`src/rtl/boot_pkg.sv`:
```
`default_nettype none
// ============================================================================
// Package : boot_pkg
// Purpose : Shared definitions for the instruction-memory boot loader:
//           loader state encoding, word geometry and length-field width.
// Rev     : 1.0  initial release
// ============================================================================
package boot_pkg;

  localparam int BYTES_PER_WORD = 4;
  localparam int LEN_W          = 16;

  typedef enum logic [2:0] {
    S_IDLE = 3'd0,
    S_LEN0 = 3'd1,
    S_LEN1 = 3'd2,
    S_DATA = 3'd3,
    S_CSUM = 3'd4,
    S_RUN  = 3'd5,
    S_ERR  = 3'd6
  } state_e;

endpackage
`default_nettype wire

```
`src/rtl/byte_packer.sv`:
```
`default_nettype none
// ============================================================================
// Module  : byte_packer
// Purpose : Shifts bytes into a little-endian 32-bit word (first byte ends up
//           in bits [7:0]) and pulses word_valid_o for one cycle after the
//           byte flagged as last of the word has been shifted in.
// Ports   : clk          - clock
//           rst          - asynchronous active-low reset
//           shift_i      - shift byte_i in this cycle
//           byte_i       - incoming byte
//           last_i       - byte_i is the final byte of the word
//           word_o       - assembled word (valid while word_valid_o is high)
//           word_valid_o - one-cycle pulse, word_o complete
// Rev     : 1.0  initial release
// ============================================================================
module byte_packer
  import boot_pkg::*;
(
  input  logic                        clk,
  input  logic                        rst,
  input  logic                        shift_i,
  input  logic [7:0]                  byte_i,
  input  logic                        last_i,
  output logic [BYTES_PER_WORD*8-1:0] word_o,
  output logic                        word_valid_o
);

  logic [BYTES_PER_WORD*8-1:0] word_q;
  logic                        valid_q;

  // New bytes enter at the top and drift down, so after four shifts the
  // first byte received sits in the least significant lane.
  always_ff @(posedge clk or negedge rst) begin
    if (!rst) begin
      word_q  <= '0;
      valid_q <= 1'b0;
    end else begin
      valid_q <= shift_i & last_i;
      if (shift_i) begin
        word_q <= {byte_i, word_q[BYTES_PER_WORD*8-1:8]};
      end
    end
  end

  assign word_o       = word_q;
  assign word_valid_o = valid_q;

endmodule
`default_nettype wire

```
`src/rtl/imem_boot_loader.sv`:
```
`default_nettype none
// ============================================================================
// Module  : imem_boot_loader
// Purpose : Receives a length-prefixed, XOR-checksummed byte stream, writes
//           the little-endian instruction words into instruction memory from
//           word 0 upward and holds the core in reset until the image is
//           complete and verified.
// Ports   : clk, rst (async active-low)
//           in_valid/in_data/in_ready - byte stream handshake
//           imem_we/imem_addr/imem_wdata - registered memory write port
//           cpu_rst   - reset to the core, low only once the image is good
//           load_done - image verified (sticky)
//           load_err  - length or checksum failure (sticky)
// Rev     : 1.0  initial release
// ============================================================================
module imem_boot_loader
  import boot_pkg::*;
#(
  parameter int ADDR_W = 8
) (
  input  logic              clk,
  input  logic              rst,
  input  logic              in_valid,
  input  logic [7:0]        in_data,
  output logic              in_ready,
  output logic              imem_we,
  output logic [ADDR_W-1:0] imem_addr,
  output logic [31:0]       imem_wdata,
  output logic              cpu_rst,
  output logic              load_done,
  output logic              load_err
);

  // Memory capacity in words, widened by one bit so 2**ADDR_W is representable.
  localparam int unsigned    CAP_I = 2 ** ADDR_W;
  localparam logic [LEN_W:0] CAP   = CAP_I[LEN_W:0];

  state_e             state_q,    state_d;
  logic [LEN_W-1:0]   len_q,      len_d;
  logic [1:0]         byte_cnt_q, byte_cnt_d;
  logic [LEN_W:0]     word_cnt_q, word_cnt_d;
  logic [7:0]         csum_q,     csum_d;
  logic [ADDR_W-1:0]  addr_q,     addr_d;

  logic               xfer;
  logic [LEN_W-1:0]   len_full;
  logic               pack_shift;
  logic               pack_last;

  assign in_ready   = (state_q == S_LEN0) || (state_q == S_LEN1) ||
                      (state_q == S_DATA) || (state_q == S_CSUM);
  assign xfer       = in_valid & in_ready;
  assign len_full   = {in_data, len_q[7:0]};
  assign pack_shift = xfer && (state_q == S_DATA);
  assign pack_last  = (byte_cnt_q == 2'd3);

  always_comb begin
    state_d    = state_q;
    len_d      = len_q;
    byte_cnt_d = byte_cnt_q;
    word_cnt_d = word_cnt_q;
    csum_d     = csum_q;
    addr_d     = addr_q;

    // The checksum byte itself is compared, never folded in.
    if (xfer && (state_q != S_CSUM)) begin
      csum_d = csum_q ^ in_data;
    end

    case (state_q)
      S_IDLE: state_d = S_LEN0;
      S_LEN0: begin
        if (xfer) begin
          len_d[7:0] = in_data;
          state_d    = S_LEN1;
        end
      end
      S_LEN1: begin
        if (xfer) begin
          len_d = len_full;
          if ({1'b0, len_full} > CAP) begin
            state_d = S_ERR;
          end else if (len_full == '0) begin
            state_d = S_CSUM;
          end else begin
            state_d = S_DATA;
          end
        end
      end
      S_DATA: begin
        if (xfer) begin
          byte_cnt_d = byte_cnt_q + 2'd1;
          if (pack_last) begin
            // Address is captured alongside the word so both present together.
            addr_d     = word_cnt_q[ADDR_W-1:0];
            word_cnt_d = word_cnt_q + 1'b1;
            if ((word_cnt_q + 1'b1) == {1'b0, len_q}) begin
              state_d = S_CSUM;
            end
          end
        end
      end
      S_CSUM: begin
        if (xfer) begin
          state_d = (in_data == csum_q) ? S_RUN : S_ERR;
        end
      end
      S_RUN:   state_d = S_RUN;
      S_ERR:   state_d = S_ERR;
      default: state_d = S_ERR;
    endcase
  end

  always_ff @(posedge clk or negedge rst) begin
    if (!rst) begin
      state_q    <= S_IDLE;
      len_q      <= '0;
      byte_cnt_q <= '0;
      word_cnt_q <= '0;
      csum_q     <= '0;
      addr_q     <= '0;
    end else begin
      state_q    <= state_d;
      len_q      <= len_d;
      byte_cnt_q <= byte_cnt_d;
      word_cnt_q <= word_cnt_d;
      csum_q     <= csum_d;
      addr_q     <= addr_d;
    end
  end

  byte_packer u_packer (
    .clk          (clk),
    .rst          (rst),
    .shift_i      (pack_shift),
    .byte_i       (in_data),
    .last_i       (pack_last),
    .word_o       (imem_wdata),
    .word_valid_o (imem_we)
  );

  assign imem_addr = addr_q;
  assign cpu_rst   = (state_q != S_RUN);
  assign load_done = (state_q == S_RUN);
  assign load_err  = (state_q == S_ERR);

endmodule
`default_nettype wire
```
`config.mk`:
```
export PLATFORM = sky130hd
export DESIGN_NAME = imem_boot_loader
export DESIGN_NICKNAME = d
export VERILOG_FILES = /design/src/rtl/boot_pkg.sv /design/src/rtl/byte_packer.sv /design/src/rtl/imem_boot_loader.sv
export SDC_FILE = /design/constraint.sdc
export NUM_CORES = 1
export LEC_CHECK = 0
export BUFFER_PORTS_ARGS = -buffer_cell sky130_fd_sc_hd__buf_2
export CORE_MARGIN = 2
export CORE_UTILIZATION = 41
export CTS_CLUSTER_DIAMETER = 150
export DETAILED_ROUTE_END_ITERATION = 8
export SYNTH_ARGS = -nofsm -noshare
export SYNTH_HDL_FRONTEND = slang
export SYNTH_HIERARCHICAL = 1
export SYNTH_SLANG_ARGS = --single-unit
```
`constraint.sdc`:
```
create_clock -name clk -period 2.9 [get_ports clk]
set_input_delay 0.29 -clock clk [delete_from_list [all_inputs] [get_ports clk]]
set_output_delay 0.29 -clock clk [all_outputs]
set_load 0.05 [all_outputs]
```
==> out/metrics.cfg, run 1 <==
[synthesis]
yosys-top-cells-area=dfrtp_1 50%, mux2_4 10%, xnor2_1 7.9%
ys_warn_count=6
ys_types=49
synth_edf_count=0
synth_top_cell_by_area=dfrtp_1
synth_nets=384
synth_top_area_share_pct=50.3
ys_async_sr_fraction_pct=100
syn_inst=371
ys_ff_latch=87
ys.flop_type=dfrtp_1
avgSynthCellArea_sq_um=11.7
yosysSeqAreaShare_pct=50.3
syn-cell-area_sq_mm=0.00433

[grt]
overflow=0
first_global_vias=2891
grt_max_degree=48
grt_pass1_wl_mm=14.9
antenna_found_initial=0
grt_usage_pct=16.6

[critical_path]
start_kind=flop
crit_required_ns=3.20
path_max_fanout=11
slowest_stage=or4_4
rrSetupSlack_ns=0.46
max_stage_delay_ns=0.58
criticalPathCategory=flop to flop
cpLargestDelayFamily=simple AND/OR/NAND/NOR gates
crit_chain=nand4_1 -> or4_4 -> nor4b_2 -> a311oi_1 -> nor4_2 -> a31o_1
cp_num_buf_inv=0
crit_arrival_ns=2.74
end_kind=flop

[timing]
tightest_slew_ns=0.782
final-setup-viol-count=0
finalHoldViolCount=0
setup_tns_ns=0
finalClockSkew_ns=0.0155
period_minus_slack_ns=2.44
rsz0062_at_grt=false
fmax_mhz=410
timing.final.crit_share_pct=84.1
maxSlewViolCount=0
slew_headroom_pct=47.7

[power_and_ir_drop]
power_uw=2710
vdd_ir_drop_max_v=0.000298
p_leak_uw=0.00232
powerDensity_mw_per_mm2=554

[cells_and_area]
final.fill_count=991
synthToLayoutAreaGrowth_pct=12.9
fin_util_pct=47.6
final_nets=437
final_layout_size_suffix_gt1_share_pct=30.8
antennaDiodeCount=0

[die]
start_util_pct=42.1
die_h_um=107
io_pins=56
core_area_sq_mm=0.0103
die_x_um=107
die_area_sq_mm=0.0114
fp-row-count=37

[clock_tree]
cts_made_buffers=9
clk_pin_slew_ns=0.10
postCtsSetupBuffers=0
cts_tree=yes
cts.repair.resized=0
clock_sinks=87
clk_path_buf_depth=2
root_buffer=clkbuf_8
clk_latency_ns=0.37
htree_levels=3

[placement]
gp_congestion=0.918
port_buffers=55
dp.final_hpwl_mm=6.21

[routing]
firstDrtPassIters=4
num_vias=2908
wl_mm=8.83
vias_per_cell=5.15
drt-wirelength-per-cell_um=15.6
drcViolationCount=0
drtIter0Drc=170
ant_nets=0

[hold_path]
hold_path_class=primary input to flop

[run]
drv_cap=0

[status]
status=completed

per-stage QoR:
| step | area [sq um] | hold slack [ns] | worst slack (ns) | instances |
|---|---|---|---|---|
| 6_report | 4890 | 0.229 | 0.460 | 565 |
| 5_1_grt | 4890 | 0.214 | 0.293 | 565 |
| 4_1_cts | 4890 | 0.211 | 0.463 | 565 |
| 3_3_place_gp | 4680 | 0.325 | 0.522 | 548 |
| 3_5_place_dp | 4680 | 0.338 | 0.496 | 548 |
| 2_1_floorplan | 4330 | -0.00559 | 0.824 | 371 |
worst paths after layout:
kind                       cells past startpoint     startpoint                   to
max reg2reg                                    6  word_cnt_q[3]           state_q[2]
max in group asynchronous                      3            rst  u_packer/word_o[17]
min in group asynchronous                      2            rst  u_packer/word_o[13]
max                                            6  word_cnt_q[3]           state_q[2]
min                                            3     in_data[2]            csum_q[2]
min reg2reg                                    2   imem_addr[1]         imem_addr[1]
repair_timing:
item | CTS | global route
hold endpoints to repair | 45 | 0
setup endpoints to repair | 0 | 0
hold buffers | 1 | 0
power by group:
group          switching [uW]  leakage (uW)  internal, uW
sequential                114       0.00116          1330
combinational             219       0.00106           201
clock                     506     0.0000970           338
total                     840       0.00232          1870
cell type report:
class	instances	area (sq um)	share of cell area (%)
Clock buffer	9	124	2.53
Tap cell	136	170	3.48
Clock inverter	7	72.6	1.48
Timing Repair Buffer	60	330	6.76
Inverter	6	22.5	0.461
Multi-Input combinational cell	260	1990	40.8
Sequential cell	87	2180	44.5
logic make-up (layout without fill, tap and decap cells):
group                      after synthesis  count (layout)  synth area share (%)
and+or+nand+nor                        124             124                  14.4
DFF                                     87              87                  50.3
xor gates and xnor gates                53              53                  10.7
muxes                                   49              49                  15.3
AOI/OAI and AO/OA                       32              32                  5.09
buffers and inverters                   24              82                  3.70
adders and majority gates                2               2                 0.578
synth_stat cells (all sizes together) (2+ instances only):
| library cell | count |
|---|---|
| mux2 | 49 |
| ha | 2 |
| nor3b | 2 |
| and3 | 4 |
| or4 | 3 |
| nor3 | 2 |
| buf | 9 |
| xnor2 | 39 |
| nand2b | 5 |
| nand2 | 51 |
| nor4 | 8 |
| xor2 | 14 |
| a31oi | 6 |
| nand4 | 9 |
| a311oi | 2 |
| o21ai | 5 |
| a211oi | 2 |
| nor2 | 20 |
| nand3 | 11 |
| a211o | 3 |
| a21oi | 5 |
| dfrtp | 87 |
| o2111ai | 2 |
| clkbuf | 9 |
| inv | 6 |
worst reg2reg max path, cell delays in order (launching register included):
cell and delay, ns:
dfrtp_1 0.57, nand4_1 0.30, or4_4 0.58, nor4b_2 0.26, a311oi_1 0.08, nor4_2 0.39, a31o_1 0.20
metal layers:
layer / part of all wire (%) / track usage, %
met5: 0 / 0
met2: 48 / 26.3
met3: 3.3 / 2.80
met4: 1.2 / 5.84
met1: 48 / 23.0
state kept, by name (all words and copies together), names as in the netlist:
name                   cells
imem_addr                  8
state_q                    3
csum_q                     8
len_q                     16
word_cnt_q                17
byte_cnt_q                 2
u_packer/word_o           32
u_packer/word_valid_o      1
cells in the final DEF (no fill, tap or decap), types with 2 or more instances in the layout:
master      n
nor4_1      7
nor3_1      2
inv_1       5
or4_1       2
xor2_1     14
buf_4       4
xnor2_1    39
nand4_1     8
nand3_1    11
a311oi_1    2
a21oi_1     5
buf_2      54
o21ai_0     5
mux2_4     29
clkbuf_8    9
and3_1      3
a211oi_1    2
a211o_1     3
inv_6       2
nor2_1     20
mux2_2     20
dfrtp_1    87
ha_1        2
inv_8       2
nand2_1    51
o2111ai_1   2
nand2b_1    5
nor3b_1     2
a31oi_1     6
Note: power is estimated with default switching activity, not from simulation.
==> inputs of run 2 (changes only) <==
Settings changed: ABC_AREA set to 1.
Clock period 2.9 ns to 2.45 ns, I/O delays scaled along.
==> out/metrics.cfg, run 2 <==
[timing]
slew_headroom_pct=34.3
fin_hold_ws_ns=0.134
period_minus_slack_ns=2.07
rsz0062_at_grt=false
timing.final.crit_share_pct=84.6
final-setup-viol-count=0
finalHoldViolCount=0
tightest_slew_ns=0.984
maxSlewViolCount=0
fmax_mhz=482
setup_tns_ns=0
finalClockSkew_ns=0.0115

[critical_path]
crit_arrival_ns=2.33
path_max_fanout=5
max_stage_delay_ns=0.46
slowest_stage=dfrtp_1
start_kind=flop
critical_path.most_common_cell=nand2_1
crit_required_ns=2.71
end_kind=flop
crit_chain=ha_1 -> nand2_2 -> nor2_4 -> nand2_2 -> inv_1 -> nand2_1 -> nand2_1 -> nand3_1 -> nand2_1 -> nand2_1 -> nor2_1 -> nand3_1 -> nand2_2 -> nand2_2 -> nand2_1 -> nand2_1
criticalPathCategory=flop to flop

[cells_and_area]
largest_register_ffs=32
antennaDiodeCount=0
seqCellArea_sq_mm=0.00218
final_cell_mix=233 x nand2_1, 87 x dfrtp_1, 55 x inv_1
final_common_cell=nand2_1
final_layout_size_suffix_gt1_share_pct=16.2
synthToLayoutAreaGrowth_pct=13.0
final_nets=631
multi_input_area_sq_mm=0.00185
final.fill_count=1028
final_cell_area_sq_mm=0.00494

[synthesis]
synth_edf_count=0
synth_top_cell_by_area=dfrtp_1
syn_inst=562
yosys-top-cells-area=dfrtp_1 50%, nand2_1 20%, o21ai_0 5.4%
ys_ff_latch=87
ys_warn_count=6
ys_types=29
synth_nets=575
ys.flop_type=dfrtp_1
avgSynthCellArea_sq_um=7.78
ys_async_sr_fraction_pct=100
synthTopCellsByCount=233 x nand2_1, 87 x dfrtp_1, 55 x inv_1
yosysSeqAreaShare_pct=49.8
syn-cell-area_sq_mm=0.00437
synth_top_area_share_pct=49.8
synth.most_common_cell=nand2_1

[grt]
grt_pass1_wl_mm=16.1
antenna_found_initial=0
overflow=0
grt_usage_pct=17.4
first_global_vias=3425
grt_max_degree=40

[clock_tree]
clk_latency_ns=0.36
clk_pin_slew_ns=0.10
cts.repair.resized=0
htree_levels=3
clk_path_buf_depth=2
cts_made_buffers=9
ctsHoldBuffers=1
clock_sinks=87
root_buffer=clkbuf_8
postCtsSetupBuffers=0
cts_tree=yes

[die]
start_util_pct=42.4
core_area_sq_mm=0.0103
die_h_um=107
die_area_sq_mm=0.0115
fp-row-count=37
io_pins=56
die_x_um=107

[power_and_ir_drop]
combinationalPowerShare_pct=7.5
intPower_uw=1880
switchingPower_uw=723
powerDensity_mw_per_mm2=527
clkPwrFrac_pct=36.9
vdd_ir_drop_max_v=0.000416
p_leak_uw=0.00259
p_sw_share_pct=27.8
pwr-share-seq_pct=55.7

[routing]
vias_per_cell=4.72
drt-wirelength-per-cell_um=12.5
drcViolationCount=0
wl_mm=9.46
num_vias=3580
ant_nets=0
firstDrtPassIters=5
drtIter0Drc=194

[status]
status=completed

[placement]
port_buffers=55
dp.final_hpwl_mm=6.94
gp_congestion=0.888
place_area_sq_mm=0.00475

[run]
drv_cap=0

[hold_path]
hold_path_class=primary input to flop

-- run 2: layout make-up --
| type | instances | share of cell area, % |
|---|---|---|
| multi-input cells | 403 | 37.5 |
| flip-flops and latches | 87 | 44.1 |
| clock buffers | 9 | 2.51 |
| inverters | 56 | 4.41 |
| clock inverters | 7 | 1.27 |
| repair buffers | 61 | 6.84 |
| well taps | 136 | 3.44 |
-- run 2: final timing paths --
| path | from | end | slack, ns | cells past startpoint |
|---|---|---|---|---|
| max reg2reg | word_cnt_q[0] | state_q[0] | 0.38 | 16 |
| max | word_cnt_q[0] | state_q[0] | 0.38 | 16 |
| min reg2reg | imem_addr[1] | imem_addr[1] | 0.48 | 2 |
| min in group asynchronous | rst | word_cnt_q[5] | 0.35 | 2 |
| min | in_data[6] | u_packer/word_o[30] | 0.13 | 3 |
| max in group asynchronous | rst | u_packer/word_o[2] | 1.45 | 3 |
-- run 2: power groups by stage --
| stage | sequential (uW) | combinational (uW) | clock, uW |
|---|---|---|---|
| 4_1_cts | 1450 | 199 | 999 |
| 6_report | 1450 | 194 | 961 |
| 2_1_floorplan | 1480 | 117 | 0 |
| 5_1_grt | 1450 | 219 | 1050 |
| 3_5_place_dp | 1480 | 197 | 0 |
| 3_3_place_gp | 1480 | 196 | 0 |
-- run 2: stage by stage --
step / instances / setup slack, ns / total power, uW / utilization [%]
floorplan: 562 / 0.414 / 1600 / -
global placement: 742 / 0.422 / 1670 / 46.0
detailed placement: 742 / 0.386 / 1680 / 46.0
CTS: 759 / 0.359 / 2650 / 47.9
global route: 759 / 0.120 / 2720 / 47.9
finish: 759 / 0.377 / 2610 / 47.9
-- run 2: cell families (layout without fill, tap and decap cells) --
kind of cell | count (synthesis) | in the layout | synth area share (%)
adder cells (fa/ha/maj) | 2 | 2 | 0.572
AND/OR/NAND/NOR | 328 | 328 | 31.5
flip-flops | 87 | 87 | 49.8
buffers and inverters | 72 | 133 | 7.84
XOR/XNOR | 13 | 13 | 3.26
AO/OA/AOI/OAI | 60 | 60 | 7.07
-- run 2: critical path: cells and delay by family (launching register included) --
family | cells | cell delay [ns]
adders and majority gates | 1 | 0.24
buffers and inverters | 1 | 0.08
DFF | 1 | 0.46
and+or+nand+nor | 14 | 1.20
-- run 2: per-layer routing --
metal  wire length, um  track usage, %
met1              4630            24.1
met2              4340            27.7
met3               353            4.00
met4               131            4.73
met5                 0               0
==> inputs of run 3 (changes only) <==
Settings changed: ABC_AREA 1 to 0.
Clock period 2.45 ns to 1.87 ns, I/O delays scaled along.
==> out/metrics.cfg, run 3 (synthesis gave the netlist of run 1 again) <==
[grt]
grt_max_degree=41
overflow=0
grt_pass1_wl_mm=15.6
antenna_found_initial=0
first_global_vias=3008
grt_usage_pct=17.5

[timing]
finalClockSkew_ns=0.0174
setup_ws_ns=-0.165
maxSlewViolCount=0
tightest_slew_ns=0.510
final-setup-viol-count=3
rsz0062_at_grt=true
timing.final.crit_share_pct=109
period_minus_slack_ns=2.03
fmax_mhz=491
finalHoldViolCount=0
slew_headroom_pct=66.0

[critical_path]
crit_arrival_ns=2.29
critical_path.startpoint=word_cnt_q[1]
start_kind=flop
slowest_stage=or4_4
rrSetupSlack_ns=-0.16
end_kind=flop
crit_chain=nand4_1 -> or4_4 -> xnor2_1 -> a311oi_2 -> nor4_2 -> buf_4 -> a31o_1
criticalPathCategory=flop to flop
r2r_start=word_cnt_q[1]
max_stage_delay_ns=0.54
path_max_fanout=4
crit_required_ns=2.12

[cells_and_area]
largest_register_ffs=32
stdcell_count=614
final_nets=486
final_layout_size_suffix_gt1_share_pct=39.7
final.fill_count=957
synthToLayoutAreaGrowth_pct=23.5
multi_input_area_sq_mm=0.00204
final_cell_mix=86 x dfrtp_1, 53 x buf_4, 52 x buf_2
seqCellArea_sq_mm=0.00218
fin_util_pct=52.1
antennaDiodeCount=0
final_common_cell=dfrtp_1

[power_and_ir_drop]
powerDensity_mw_per_mm2=818
p_leak_uw=0.00261
combinationalPowerShare_pct=16.1
clkPwrFrac_pct=32.9
switchingPower_uw=1250
p_sw_share_pct=28.6
vdd_ir_drop_max_v=0.000423
intPower_uw=3120
pwr-share-seq_pct=51.0

[run]
drv_cap=0

[clock_tree]
cts_tree=yes
clock_sinks=87
cts_made_buffers=9
root_buffer=clkbuf_8
clk_latency_ns=0.37
htree_levels=3
clk_path_buf_depth=2
clk_pin_slew_ns=0.10

[placement]
port_buffers=55
dp.final_hpwl_mm=6.78
place_inst=595
gp_congestion=0.800

[routing]
firstDrtPassIters=5
num_vias=3071
drt-wirelength-per-cell_um=15.1
drtIter0Drc=184
drcViolationCount=0
ant_nets=0
wl_mm=9.27
vias_per_cell=5.00

[die]
start_util_pct=42.1
die_h_um=107
io_pins=56
core_area_sq_mm=0.0103
fp-row-count=37
die_x_um=107
die_area_sq_mm=0.0114

[status]
failed_checks=negative setup slack
status=finished, violations left

[hold_path]
hold_start=in_data[7]
hold_path_class=primary input to flop

run 3: timing repair:
| action | in CTS | in global routing |
|---|---|---|
| buffers inserted | 2 | 0 |
| pin swaps | 0 | 1 |
| setup endpoints to repair | 3 | 8 |
| hold endpoints to repair | 37 | 0 |
| resized for setup | 2 | 6 |
| hold buffers | 1 | 0 |
run 3: power by group through the flow:
stage	clock network [uW]	registers [uW]	logic (uW)
detailed placement	0	2270	700
finish	1440	2230	704
CTS	1480	2230	715
global route	1570	2260	777
global placement	0	2260	687
floorplan	0	2340	393
run 3: metal layers:
metal / wire (um) / GRT usage (%) / part of all wire, %
met5: 0 / 0 / 0
met4: 134 / 5.57 / 1.4
met3: 268 / 3.28 / 2.9
met2: 4380 / 27.1 / 47
met1: 4490 / 24.9 / 48
run 3: area by class of cell:
cell class / instances / area share, %
clock buffer: 11 / 2.83
tap: 136 / 3.18
clock inverter: 5 / 1.26
inverter: 6 / 0.421
multi-input combinational: 260 / 38.2
sequential: 87 / 40.7
timing repair buffer: 109 / 13.4
run 3: through the flow:
step / hold slack (ns) / instance area [sq um] / TNS (ns) / total power, uW / setup WS [ns]
floorplan: -0.109 / 4370 / -0.201 / 2740 / -0.0710
global placement: 0.186 / 5080 / -0.401 / 2950 / -0.164
detailed placement: 0.202 / 5080 / -0.596 / 2970 / -0.229
CTS: 0.135 / 5340 / -0.431 / 4430 / -0.167
global route: 0.156 / 5350 / -0.866 / 4610 / -0.291
finish: 0.147 / 5350 / -0.398 / 4370 / -0.165
run 3: worst max-delay path, delay by kind of cell, from the launching register on:
kind                   cells  cell delay, ns
flip-flops                 1            0.39
XOR/XNOR                   1            0.15
AO/OA/AOI/OAI              2            0.48
buffers and inverters      1            0.15
AND/OR/NAND/NOR            3            0.76
run 3: worst paths after layout:
| check | end | cells after the start |
|---|---|---|
| setup / recovery | state_q[2] | 7 |
| hold / removal | csum_q[7] | 3 |
| setup reg to reg | state_q[2] | 7 |
| hold reg to reg | imem_addr[4] | 2 |
| max in group asynchronous | word_cnt_q[7] | 3 |
| min in group asynchronous | u_packer/word_o[30] | 2 |
